File: src/rtl/ctrl_ulab_seq.sv
// Multicycle control sequencer: walks FETCH/DECODE/EXECUTE/MEM/WB per instruction
// and drives the ALU operand selects and datapath enables from the current state.
module ctrl_ulab_seq #(
    parameter int MEM_WAIT = 1
) (
    input  logic       clk,
    input  logic       reset_n,
    input  logic [5:0] opcode,
    input  logic [5:0] funct,
    input  logic       zero,
    output logic       AluSrcA,
    output logic [1:0] AluSrcB,
    output logic [1:0] AluOp,
    output logic       PCWrite,
    output logic       PCWriteCond,
    output logic [1:0] PCSource,
    output logic       IorD,
    output logic       MemRead,
    output logic       MemWrite,
    output logic       IRWrite,
    output logic       RegWrite,
    output logic       RegDst,
    output logic       MemToReg,
    output logic       illegal,
    output logic [3:0] state
);

    typedef enum logic [3:0] {
        S_FETCH    = 4'd0,
        S_DECODE   = 4'd1,
        S_EXEC_R   = 4'd2,
        S_WB_R     = 4'd3,
        S_EXEC_I   = 4'd4,
        S_WB_I     = 4'd5,
        S_MEM_ADDR = 4'd6,
        S_MEM_RD   = 4'd7,
        S_MEM_WB   = 4'd8,
        S_MEM_WR   = 4'd9,
        S_BRANCH   = 4'd10,
        S_JUMP     = 4'd11
    } state_t;

    localparam logic [5:0] OP_RTYPE = 6'h00;
    localparam logic [5:0] OP_ADDI  = 6'h08;
    localparam logic [5:0] OP_LW    = 6'h23;
    localparam logic [5:0] OP_SW    = 6'h2B;
    localparam logic [5:0] OP_BEQ   = 6'h04;
    localparam logic [5:0] OP_J     = 6'h02;

    localparam logic [2:0] WAIT_LAST = 3'(MEM_WAIT);

    state_t     state_q;
    logic [2:0] wait_cnt;
    logic       wait_done;
    logic       op_known;
    logic       unused_inputs;

    // funct reaches the ALU decode directly; zero only matters to the PC write logic.
    assign unused_inputs = ^{funct, zero};
    assign wait_done     = (wait_cnt == WAIT_LAST);

    always_comb begin
        case (opcode)
            OP_RTYPE, OP_ADDI, OP_LW, OP_SW, OP_BEQ, OP_J: op_known = 1'b1;
            default:                                       op_known = 1'b0;
        endcase
    end

    // NOTE: sequential state uses non-blocking assignments so every register
    // samples pre-edge values, independent of statement order.
    always_ff @(posedge clk) begin
        if (!reset_n) begin
            state_q  <= S_FETCH;
            wait_cnt <= '0;
        end else begin
            // Counter restarts on every state change and only counts while a memory state holds.
            wait_cnt <= '0;
            case (state_q)
                S_FETCH: begin
                    if (wait_done) state_q <= S_DECODE;
                    else           wait_cnt <= wait_cnt + 3'd1;
                end
                S_DECODE: begin
                    case (opcode)
                        OP_RTYPE:      state_q <= S_EXEC_R;
                        OP_ADDI:       state_q <= S_EXEC_I;
                        OP_LW, OP_SW:  state_q <= S_MEM_ADDR;
                        OP_BEQ:        state_q <= S_BRANCH;
                        OP_J:          state_q <= S_JUMP;
                        default:       state_q <= S_FETCH;
                    endcase
                end
                S_EXEC_R:   state_q <= S_WB_R;
                S_WB_R:     state_q <= S_FETCH;
                S_EXEC_I:   state_q <= S_WB_I;
                S_WB_I:     state_q <= S_FETCH;
                S_MEM_ADDR: state_q <= (opcode == OP_LW) ? S_MEM_RD : S_MEM_WR;
                S_MEM_RD: begin
                    if (wait_done) state_q <= S_MEM_WB;
                    else           wait_cnt <= wait_cnt + 3'd1;
                end
                S_MEM_WB:   state_q <= S_FETCH;
                S_MEM_WR: begin
                    if (wait_done) state_q <= S_FETCH;
                    else           wait_cnt <= wait_cnt + 3'd1;
                end
                S_BRANCH:   state_q <= S_FETCH;
                S_JUMP:     state_q <= S_FETCH;
                default:    state_q <= S_FETCH;
            endcase
        end
    end

    // NOTE: every output gets a default before the case so no path infers a latch;
    // holding reset_n low blanks all outputs in the same cycle, even mid-access.
    always_comb begin
        AluSrcA     = 1'b0;
        AluSrcB     = 2'b00;
        AluOp       = 2'b00;
        PCWrite     = 1'b0;
        PCWriteCond = 1'b0;
        PCSource    = 2'b00;
        IorD        = 1'b0;
        MemRead     = 1'b0;
        MemWrite    = 1'b0;
        IRWrite     = 1'b0;
        RegWrite    = 1'b0;
        RegDst      = 1'b0;
        MemToReg    = 1'b0;
        illegal     = 1'b0;
        state       = 4'd0;
        if (reset_n) begin
            state = state_q;
            case (state_q)
                S_FETCH: begin
                    MemRead = 1'b1;
                    AluSrcB = 2'b01;
                    IRWrite = wait_done;
                    PCWrite = wait_done;
                end
                S_DECODE: begin
                    AluSrcB = 2'b11;
                    // The only opcode-dependent output: flags the DECODE cycle itself.
                    illegal = ~op_known;
                end
                S_EXEC_R: begin
                    AluSrcA = 1'b1;
                    AluOp   = 2'b10;
                end
                S_WB_R: begin
                    RegWrite = 1'b1;
                    RegDst   = 1'b1;
                end
                S_EXEC_I, S_MEM_ADDR: begin
                    AluSrcA = 1'b1;
                    AluSrcB = 2'b10;
                end
                S_WB_I:   RegWrite = 1'b1;
                S_MEM_RD: begin
                    MemRead = 1'b1;
                    IorD    = 1'b1;
                end
                S_MEM_WB: begin
                    RegWrite = 1'b1;
                    MemToReg = 1'b1;
                end
                S_MEM_WR: begin
                    MemWrite = 1'b1;
                    IorD     = 1'b1;
                end
                S_BRANCH: begin
                    AluSrcA     = 1'b1;
                    AluOp       = 2'b01;
                    PCWriteCond = 1'b1;
                    PCSource    = 2'b01;
                end
                S_JUMP: begin
                    PCWrite  = 1'b1;
                    PCSource = 2'b10;
                end
                default: state = state_q;
            endcase
        end
    end

endmodule

File: config.mk
export PLATFORM = sky130hd
export DESIGN_NAME = ctrl_ulab_seq
export DESIGN_NICKNAME = d
export VERILOG_FILES = /design/src/rtl/ctrl_ulab_seq.sv
export SDC_FILE = /design/constraint.sdc
export NUM_CORES = 1
export LEC_CHECK = 0
export ABC_AREA = 1
export ABC_CLOCK_PERIOD_IN_PS = 1400
export BUFFER_PORTS_ARGS = -buffer_cell sky130_fd_sc_hd__buf_2
export CAP_MARGIN = 20
export CORE_MARGIN = 3
export CORE_UTILIZATION = 44
export DETAILED_ROUTE_END_ITERATION = 8
export PLACE_DENSITY = 0.78
export SETUP_SLACK_MARGIN = 0.02
export SLEW_MARGIN = 40
export SYNTH_ARGS = -nofsm -noshare
export SYNTH_HDL_FRONTEND = slang
export SYNTH_SLANG_ARGS = --single-unit
File: constraint.sdc
create_clock -name clk -period 1.4 [get_ports clk]
set_input_delay 0.07 -clock clk [delete_from_list [all_inputs] [get_ports clk]]
set_output_delay 0.07 -clock clk [all_outputs]
set_load 0.02 [all_outputs]
==> flow_metrics.py, run 1 <==
metrics = {
    "status": {
        "status": "finished clean",
    },
    "synth": {
        "ys_warn_count": 0,
        "netlist_instances": 131,
        "synth_fp_nets": 148,
        "synthFlopType": "dfxtp_1",
        "synth_edf_count": 0,
        "syn_area_um2": 714,
        "synth_top_family_by_area": "simple AND/OR/NAND/NOR gates",
        "ys_async_sr_fraction": 0,
        "muxShareOfSynthArea": 0,
        "synthSimpleGateAreaFrac": 0.552,
        "synth_area_leaders": "dfxtp_1, nand2_1, nor2_1",
        "synth_area_per_cell_um2": 5.45,
        "yosys.area.top_type_share": 0.196,
        "synth-adder-area-share": 0.0350,
        "synth_largest_area_cell": "dfxtp_1",
        "ys_types": 20,
        "synth_compound_area_frac": 0.0473,
        "synth.yosys.seq_area_share": 0.196,
        "synth_xor_area_frac": 0.0123,
        "ys_ff_latch": 7,
    },
    "sta": {
        "period_needed_ps": 1390,
        "setup_viol": 0,
        "slew_headroom": 0.827,
        "worst_pin_slew_ps": 258,
        "final-hold-violation-count": 0,
        "rsz0062_at_grt": "yes",
        "fin_ws_ps": 6.61,
        "max_freq_ghz": 0.718,
        "fin_hold_ws_ps": 142,
        "finClkSkew_ps": 1.25,
        "final_max_slew_viol_count": 0,
        "finalCritPeriodShare": 0.995,
    },
    "place": {
        "placed_area_um2": 878,
        "dp_hpwl_um": 1440,
        "port_buffers": 28,
        "dpl_worst_slack_ps": 85.3,
        "gp_congestion": 0.808,
    },
    "flow_run": {
        "maxCapViolCount": 0,
    },
    "drt": {
        "firstDrtPassIters": 4,
        "drc": 0,
        "finalWirelength_um": 1950,
        "wl_per_cell_um": 10.6,
        "viasPerCell": 4.88,
        "drtIter0Drc": 4,
        "num_vias": 897,
        "ant_nets": 0,
    },
    "worst_hold_path": {
        "hold_class": "primary input to register",
        "hold_depth": 3,
        "min_to": "state_q[1]",
        "worstHoldStart": "reset_n",
    },
    "floorplan": {
        "die_y_um": 46.3,
        "fp.coreArea_mm2": 0.00142,
        "io_pins": 36,
        "dieArea_mm2": 0.00214,
        "start_util": 0.505,
        "fp-row-count": 13,
        "die_x_um": 46.3,
    },
    "finish": {
        "diodes": 0,
        "nFillCells": 115,
        "fin_util": 0.729,
        "final_cell_area_mm2": 0.00103,
        "drive_gt1_frac": 0.432,
        "syn2layout_area_growth_pct": 44.5,
        "nets": 187,
    },
    "power_and_ir_drop": {
        "peakVddDrop_mv": 0.777,
        "p_leak_nw": 0.609,
        "powerDensity_mw_per_mm2": 1110,
        "power_mw": 1.14,
    },
    "clock_tree": {
        "clkTransAtPathRegs_ps": 50,
        "cts_buffer_depth": 2,
        "ctsHoldBuffers": 0,
        "clock_sinks": 7,
        "insertion_delay_ps": 250,
        "htree_levels": 1,
        "numCtsBuffers": 3,
        "ctsRootBufferMaster": "clkbuf_4",
        "cts_tree": "done",
    },
    "worst_setup_path": {
        "r2r_slack_ps": 150,
        "crit_type": "register to primary output",
        "cp_max_fo": 5,
        "crit_arrival_ps": 1320,
        "rr_worst_depth": 8,
        "cp.required_ps": 1330,
        "worst_setup_path_start_kind": "register",
        "reg2reg_from": "wait_cnt[0]",
        "reg2reg_to": "state_q[2]",
        "critPathCaptureType": "primary output",
    },
    "grt": {
        "grt_pass1_vias": 722,
        "antenna_found_initial": 0,
        "overflow": 0,
        "grt_first_pass_wirelength_um": 3040,
        "grtUsageTotal": 0.194,
        "grt_max_degree": 10,
    },
}
## worst max path at each step
stage,from,to,depth (start not counted)
CTS,state_q[1],AluOp[1],5
detailed placement,state_q[1],state_q[1],8
floorplan,state_q[3],RegWrite,6
global placement,state_q[1],state_q[1],8
global route,state_q[2],AluSrcB[1],6
finish,state_q[3],RegWrite,7
## metal layers
layer	wire length, um	up-vias	GRT usage
li1	-	475	-
met1	842	392	0.228
met2	996	28	0.346
met3	103	2	0.0117
met4	10	0	0.102
met5	0	-	0
## report_power, final
part / switching (mW) / leakage, nW / internal, mW
clock: 0.0751 / 0.0150 / 0.109
combinational: 0.379 / 0.534 / 0.265
sequential: 0.0652 / 0.0601 / 0.248
total: 0.519 / 0.609 / 0.622
## what timing repair did
| action | 4_1_cts | 5_1_grt |
|---|---|---|
| gates resized for setup | 16 | 14 |
| pin swaps | 3 | 5 |
| buffers inserted | 5 | 2 |
| gates cloned | 0 | 0 |
| endpoints found under the setup margin | 15 | 13 |
## registers in the layout, indices dropped and copies added (netlist names)
name and count:
state_q 4, wait_cnt 3
## synth_stat cells, types with 2 or more instances
master and instances:
inv_2 6, dfxtp_1 7, nand3_1 13, nand3_2 2
ha_1 2, buf_4 3, nand2_1 36, nor2_1 28
nor2_2 2, nor3_1 2, nand2_2 2, a21oi_1 4
inv_1 17
## cell type report
class | instances | area, um2 | share of cell area
repair buffers | 37 | 225 | 0.218
clock buffers | 4 | 26.3 | 0.0255
well taps | 15 | 18.8 | 0.0182
inverters | 24 | 90.1 | 0.0873
multi-input cells | 97 | 517 | 0.501
flip-flops and latches | 7 | 155 | 0.150
## metrics by stage
stage	TNS (ps)	cells
3_5_place_dp	0	173
5_1_grt	-146	184
2_1_floorplan	0	131
4_1_cts	0	182
3_3_place_gp	0	173
6_report	0	184
## logic make-up (layout without fill, tap and decap cells)
group	count (synthesis)	after routing
DFF	7	7
AOI/OAI and AO/OA	6	6
xor gates and xnor gates	1	1
adders and majority gates	2	2
buffers and inverters	27	65
and+or+nand+nor	88	88
## critical path, stage by stage (launching register included)
cell	delay, ps
dfxtp_4	390
nand2_1	80
inv_2	70
nand2_2	90
nor2_2	120
nor2_1	60
o31ai_1	60
buf_2	200
## cells in the final DEF (no fill, tap or decap), drive strengths merged
master	Yosys	layout
buf	3	37
xnor2	1	1
inv	23	23
nand2	38	38
clkbuf	0	4
nor3	3	3
nand4	1	1
clkinv	1	1
ha	2	2
o22ai	1	1
dfxtp	7	7
a21oi	4	4
o31ai	1	1
nor2	31	31
nand3	15	15
Power figures use the tool's default switching activity.
==> run 2, diff against run 1 <==
--- a/config.mk
+++ b/config.mk
@@ -6,13 +6,13 @@
 export NUM_CORES = 1
 export LEC_CHECK = 0
 export ABC_AREA = 1
-export ABC_CLOCK_PERIOD_IN_PS = 1400
+export ABC_CLOCK_PERIOD_IN_PS = 1200
 export BUFFER_PORTS_ARGS = -buffer_cell sky130_fd_sc_hd__buf_2
 export CAP_MARGIN = 20
 export CORE_MARGIN = 3
-export CORE_UTILIZATION = 44
+export CORE_UTILIZATION = 40
 export DETAILED_ROUTE_END_ITERATION = 8
-export PLACE_DENSITY = 0.78
+export PLACE_DENSITY = 0.74
 export SETUP_SLACK_MARGIN = 0.02
 export SLEW_MARGIN = 40
 export SYNTH_ARGS = -nofsm -noshare
==> constraint.sdc (replaced) <==
create_clock -name clk -period 1.2 [get_ports clk]
set_input_delay 0.06 -clock clk [delete_from_list [all_inputs] [get_ports clk]]
set_output_delay 0.06 -clock clk [all_outputs]
set_load 0.02 [all_outputs]
==> run 2 against run 1 <==
Sequential share of layout area is 2.7 points lower. Wire length is 33% higher. Non-clock buffer count is 8 higher. The run now ends with negative setup slack left. Setup slack worse by 230 ps. Clock power is 11% higher. Final area is 21% higher. Largest power group unchanged.
==> flow_metrics.py, run 2 (synthesis gave the netlist of run 1 again) <==
metrics = {
    "status": {
        "status": "finished, violations left",
        "violations": "negative setup slack",
    },
    "finish": {
        "nFillCells": 116,
        "ff_latch_area_um2": 155,
        "multi_input_area_um2": 597,
        "syn2layout_area_growth_pct": 75.5,
        "final_common_cell": "nand2_1",
        "drive_gt1_frac": 0.525,
        "top_regs": "state_q (4), wait_cnt (3)",
        "diodes": 0,
        "top_register": "state_q",
        "nets": 195,
        "largest_register_ffs": 4,
        "layout_common_cells": "nand2_1, buf_4, nor2_1",
    },
    "sta": {
        "finalCritPeriodShare": 1.19,
        "fin_ws_ps": -225,
        "rsz0062_at_grt": "yes",
        "final.setup.tns_ps": -2500,
        "period_needed_ps": 1430,
        "slew_headroom": 0.821,
        "max_freq_ghz": 0.702,
        "worst_pin_slew_ps": 268,
        "final-hold-violation-count": 0,
        "setup_viol": 23,
        "final_max_slew_viol_count": 0,
        "fin_hold_ws_ps": 258,
        "finClkSkew_ps": 2.94,
    },
    "worst_setup_path": {
        "rr_worst_depth": 9,
        "critPathCapture": "wait_cnt[2]",
        "crit_type": "register to register",
        "crit_start": "state_q[2]",
        "r2r_slack_ps": -230,
        "cp.required_ps": 1360,
        "reg2reg_from": "state_q[2]",
        "critPathCaptureType": "register",
        "reg2reg_to": "wait_cnt[2]",
        "cp_max_fo": 5,
        "worst_setup_path_start_kind": "register",
        "crit_arrival_ps": 1580,
    },
    "clock_tree": {
        "htree_levels": 1,
        "numCtsBuffers": 3,
        "ctsRootBufferMaster": "clkbuf_4",
        "clkTransAtPathRegs_ps": 50,
        "clock_sinks": 7,
        "insertion_delay_ps": 240,
        "cts_buffer_depth": 2,
        "cts_tree": "done",
        "ctsHoldBuffers": 0,
    },
    "floorplan": {
        "fp.coreArea_mm2": 0.00159,
        "dieArea_mm2": 0.00233,
        "die_x_um": 48.3,
        "start_util": 0.448,
        "io_pins": 36,
        "fp-row-count": 14,
        "die_y_um": 48.3,
    },
    "power_and_ir_drop": {
        "p_seq_frac": 0.242,
        "peakVddDrop_mv": 1.20,
        "p_comb_frac": 0.628,
        "cellInternalPower_uw": 845,
        "p_leak_nw": 0.688,
        "netSwitchingPower_uw": 717,
        "swShare": 0.459,
        "powerDensity_mw_per_mm2": 1250,
        "clkPwrFrac": 0.131,
    },
    "drt": {
        "num_vias": 1023,
        "finalWirelength_um": 2590,
        "viasPerCell": 5.09,
        "firstDrtPassIters": 4,
        "drc": 0,
        "wl_per_cell_um": 12.9,
        "drtIter0Drc": 41,
        "ant_nets": 0,
    },
    "grt": {
        "grtUsageTotal": 0.212,
        "overflow": 0,
        "grt_max_degree": 9,
        "grt_first_pass_wirelength_um": 3560,
        "antenna_found_initial": 0,
        "grt_pass1_vias": 867,
    },
    "worst_hold_path": {
        "hold_class": "primary input to register",
    },
    "place": {
        "port_buffers": 28,
        "dpl_worst_slack_ps": -36.6,
        "dp_hpwl_um": 1650,
        "gp_congestion": 0.832,
    },
    "flow_run": {
        "maxCapViolCount": 0,
    },
}
[run 2: changes by cell type in the layout (fill, tap and decap cells not counted), sizes merged]
cell / before / now
buf: 37 / 45
[run 2: metal layers]
metal | track usage | share of wire
met1 | 0.266 | 0.40
met3 | 0.0406 | 0.047
met2 | 0.357 | 0.53
met4 | 0.0753 | 0.020
met5 | 0 | 0
[run 2: worst max-delay path, cell delays in order (launching register included)]
cell,delay [ps]
dfxtp_4,380
inv_4,60
nor2_4,160
buf_4,150
buf_6,90
nand3_2,50
nand3_2,120
nand2_4,60
buf_4,140
nor2_1,130
[run 2: layout make-up]
type | count | share of cell area
tap | 24 | 0.0240
inverter | 24 | 0.0818
clock buffer | 4 | 0.0210
multi-input combinational | 97 | 0.476
sequential | 7 | 0.124
timing repair buffer | 45 | 0.273
[run 2: how the worst min path moves through the flow]
stage                     cells after the start    start    endpoint  slack, ps
after floorplan                               3  reset_n  state_q[2]        310
after global placement                        4  reset_n  state_q[1]        450
after detailed placement                      4  reset_n  state_q[1]        460
after CTS                                     4  reset_n  state_q[1]        210
after global routing                          4  reset_n  state_q[1]        270
final                                         4  reset_n  state_q[1]        260
[run 2: power by group through the flow]
stage	clock, mW	sequential, mW	combinational (mW)
detailed placement	0	0.334	0.734
global route	0.223	0.382	1.07
global placement	0	0.331	0.721
finish	0.204	0.378	0.981
floorplan	0	0.326	0.505
CTS	0.210	0.360	0.875
[run 2: through the flow]
stage,utilization,power (mW),std cells,area (um2)
6_report,0.786,1.56,201,1250
5_1_grt,0.786,1.67,201,1250
3_3_place_gp,0.619,1.05,191,987
3_5_place_dp,0.619,1.07,191,987
4_1_cts,0.732,1.45,199,1170
2_1_floorplan,-,0.831,131,757
[run 2: timing repair]
action                                  CTS  global route
setup buffers                             7             4
endpoints found under the setup margin   21            24
pin swaps                                 4             6
resized for setup                        44            22
==> run 3, diff against run 2 <==
--- a/config.mk
+++ b/config.mk
@@ -12,7 +12,7 @@
 export CORE_MARGIN = 3
 export CORE_UTILIZATION = 40
 export DETAILED_ROUTE_END_ITERATION = 8
-export PLACE_DENSITY = 0.74
+export PLACE_DENSITY = 0.8
 export SETUP_SLACK_MARGIN = 0.02
 export SLEW_MARGIN = 40
 export SYNTH_ARGS = -nofsm -noshare
==> run 3 against run 2 <==
The run still ends with negative setup slack left. Clock power barely moved. Clock skew is essentially flat. Count of clock-buffer cells in the layout did not move. Non-clock buffer count is 6 higher. Sequential share of layout area shrank 0.62 points. Setup slack got worse by 16 ps. Sequential cell count unchanged. Sequential power about the same. Register-to-register slack better by 80 ps. Final cell count rose by 3.0%. Critical path type is now register to primary output. Highest routed layer unchanged.
==> flow_metrics.py, run 3 (synthesis gave the netlist of run 1 again) <==
metrics = {
    "sta": {
        "slew_headroom": 0.858,
        "period_needed_ps": 1440,
        "setup_viol": 23,
        "rsz0062_at_grt": "yes",
        "final_max_slew_viol_count": 0,
        "fin_ws_ps": -242,
        "finalCritPeriodShare": 1.20,
        "final-hold-violation-count": 0,
        "max_freq_ghz": 0.694,
        "worst_pin_slew_ps": 212,
        "finClkSkew_ps": 3.39,
    },
    "power_and_ir_drop": {
        "p_leak_nw": 0.704,
        "power_mw": 1.56,
        "powerDensity_mw_per_mm2": 1180,
        "peakVddDrop_mv": 0.933,
    },
    "floorplan": {
        "die_x_um": 48.3,
        "fp.coreArea_mm2": 0.00159,
        "io_pins": 36,
        "fp-row-count": 14,
        "dieArea_mm2": 0.00233,
        "start_util": 0.448,
        "die_y_um": 48.3,
    },
    "grt": {
        "grt_max_degree": 9,
        "grtUsageTotal": 0.273,
        "overflow": 0,
        "grt_pass1_vias": 995,
        "grt_first_pass_wirelength_um": 4450,
        "antenna_found_initial": 0,
    },
    "place": {
        "placed_area_um2": 987,
        "dp_hpwl_um": 1630,
        "port_buffers": 28,
        "dp_cells": 191,
        "dpl_worst_slack_ps": -42.5,
        "gp_congestion": 0.848,
    },
    "clock_tree": {
        "numCtsBuffers": 3,
        "cts_tree": "done",
        "clock_sinks": 7,
        "ctsRootBufferMaster": "clkbuf_4",
        "htree_levels": 1,
        "insertion_delay_ps": 240,
        "cts_buffer_depth": 2,
        "clkTransAtPathRegs_ps": 50,
    },
    "finish": {
        "top_regs": "state_q (4), wait_cnt (3)",
        "top_register": "state_q",
        "largest_register_ffs": 4,
        "syn2layout_area_growth_pct": 84.8,
        "drive_gt1_frac": 0.563,
        "final_cell_area_mm2": 0.00132,
        "ff_latch_area_um2": 155,
        "final_common_cell": "nand2_1",
        "multi_input_area_um2": 598,
        "layout_common_cells": "nand2_1, buf_4, nor2_1",
        "nFillCells": 89,
        "fin_cells": 207,
        "nets": 201,
        "diodes": 0,
    },
    "drt": {
        "finalWirelength_um": 3020,
        "firstDrtPassIters": 4,
        "ant_nets": 0,
        "num_vias": 1092,
        "drc": 0,
        "wl_per_cell_um": 14.6,
        "viasPerCell": 5.28,
        "drtIter0Drc": 42,
    },
    "worst_setup_path": {
        "critPathCaptureType": "primary output",
        "worst_setup_path_start_kind": "register",
        "reg2reg_to": "wait_cnt[2]",
        "cp.required_ps": 1140,
        "crit_start": "state_q[2]",
        "critical_path.cell_chain": "nor2_4 > inv_2 > nor3_4 > inv_1 > a21oi_1 > buf_4",
        "crit_type": "register to primary output",
        "r2r_slack_ps": -150,
        "crit_path_max_incr_delay_ps": 360,
        "rr_worst_depth": 9,
        "cp_max_fo": 4,
        "crit_arrival_ps": 1380,
        "slowest_stage": "dfxtp_4",
        "reg2reg_from": "state_q[2]",
    },
    "worst_hold_path": {
        "hold_depth": 4,
        "hold_class": "primary input to register",
        "min_to": "state_q[1]",
        "worstHoldStart": "reset_n",
    },
    "status": {
        "status": "finished, violations left",
        "violations": "negative setup slack",
    },
    "flow_run": {
        "maxCapViolCount": 0,
    },
}
[run 3: cell types whose count changed in the layout (fill, tap and decap cells not counted), sizes merged]
cell,before,now
buf,45,51
[run 3: per-stage QoR]
| step | hold slack [ps] | util | TNS [ps] |
|---|---|---|---|
| floorplan | 308 | - | -122 |
| global placement | 465 | 0.619 | -32.2 |
| detailed placement | 487 | 0.619 | -155 |
| CTS | 239 | 0.772 | -1140 |
| global route | 268 | 0.828 | -4630 |
| finish | 252 | 0.828 | -2910 |
[run 3: power by group]
part / internal, mW / leakage, nW / switching, mW / total (mW)
Combinational: 0.417 / 0.629 / 0.556 / 0.973
Clock: 0.126 / 0.0150 / 0.0788 / 0.205
Sequential: 0.290 / 0.0601 / 0.0906 / 0.380
Total: 0.833 / 0.704 / 0.725 / 1.56
[run 3: repair_timing]
item	in CTS	in global routing
gates cloned	0	0
hold buffers	0	0
resized for setup	55	19
buffers inserted	8	5
endpoints found under the setup margin	21	26
pin swaps	13	5
[run 3: worst max path at each step]
stage,end,slack (ps),depth (start not counted)
floorplan,RegWrite,-50,5
global route,AluSrcB[1],-330,6
finish,AluSrcB[1],-240,6
detailed placement,illegal,-40,6
CTS,RegWrite,-170,5
global placement,illegal,-20,6
[run 3: critical path: cells and delay by family (launching register included)]
kind,cells,cell delay (ps)
compound gates,1,140
simple gates,2,300
flops,1,360
buf+inv,3,320
[run 3: layer usage]
| metal | track usage | up-vias | share of wire |
|---|---|---|---|
| met1 | 0.301 | 498 | 0.39 |
| met4 | 0.188 | 0 | 0.051 |
| met3 | 0.0959 | 21 | 0.075 |
| met5 | 0 | - | 0 |
| met2 | 0.435 | 67 | 0.48 |
| li1 | - | 506 | - |
[run 3: cell type report]
| type | instances | share of cell area |
|---|---|---|
| Inverter | 24 | 0.0739 |
| Timing Repair Buffer | 51 | 0.313 |
| Clock buffer | 4 | 0.0199 |
| Sequential cell | 7 | 0.118 |
| Multi-Input combinational cell | 97 | 0.453 |
| Tap cell | 24 | 0.0227 |
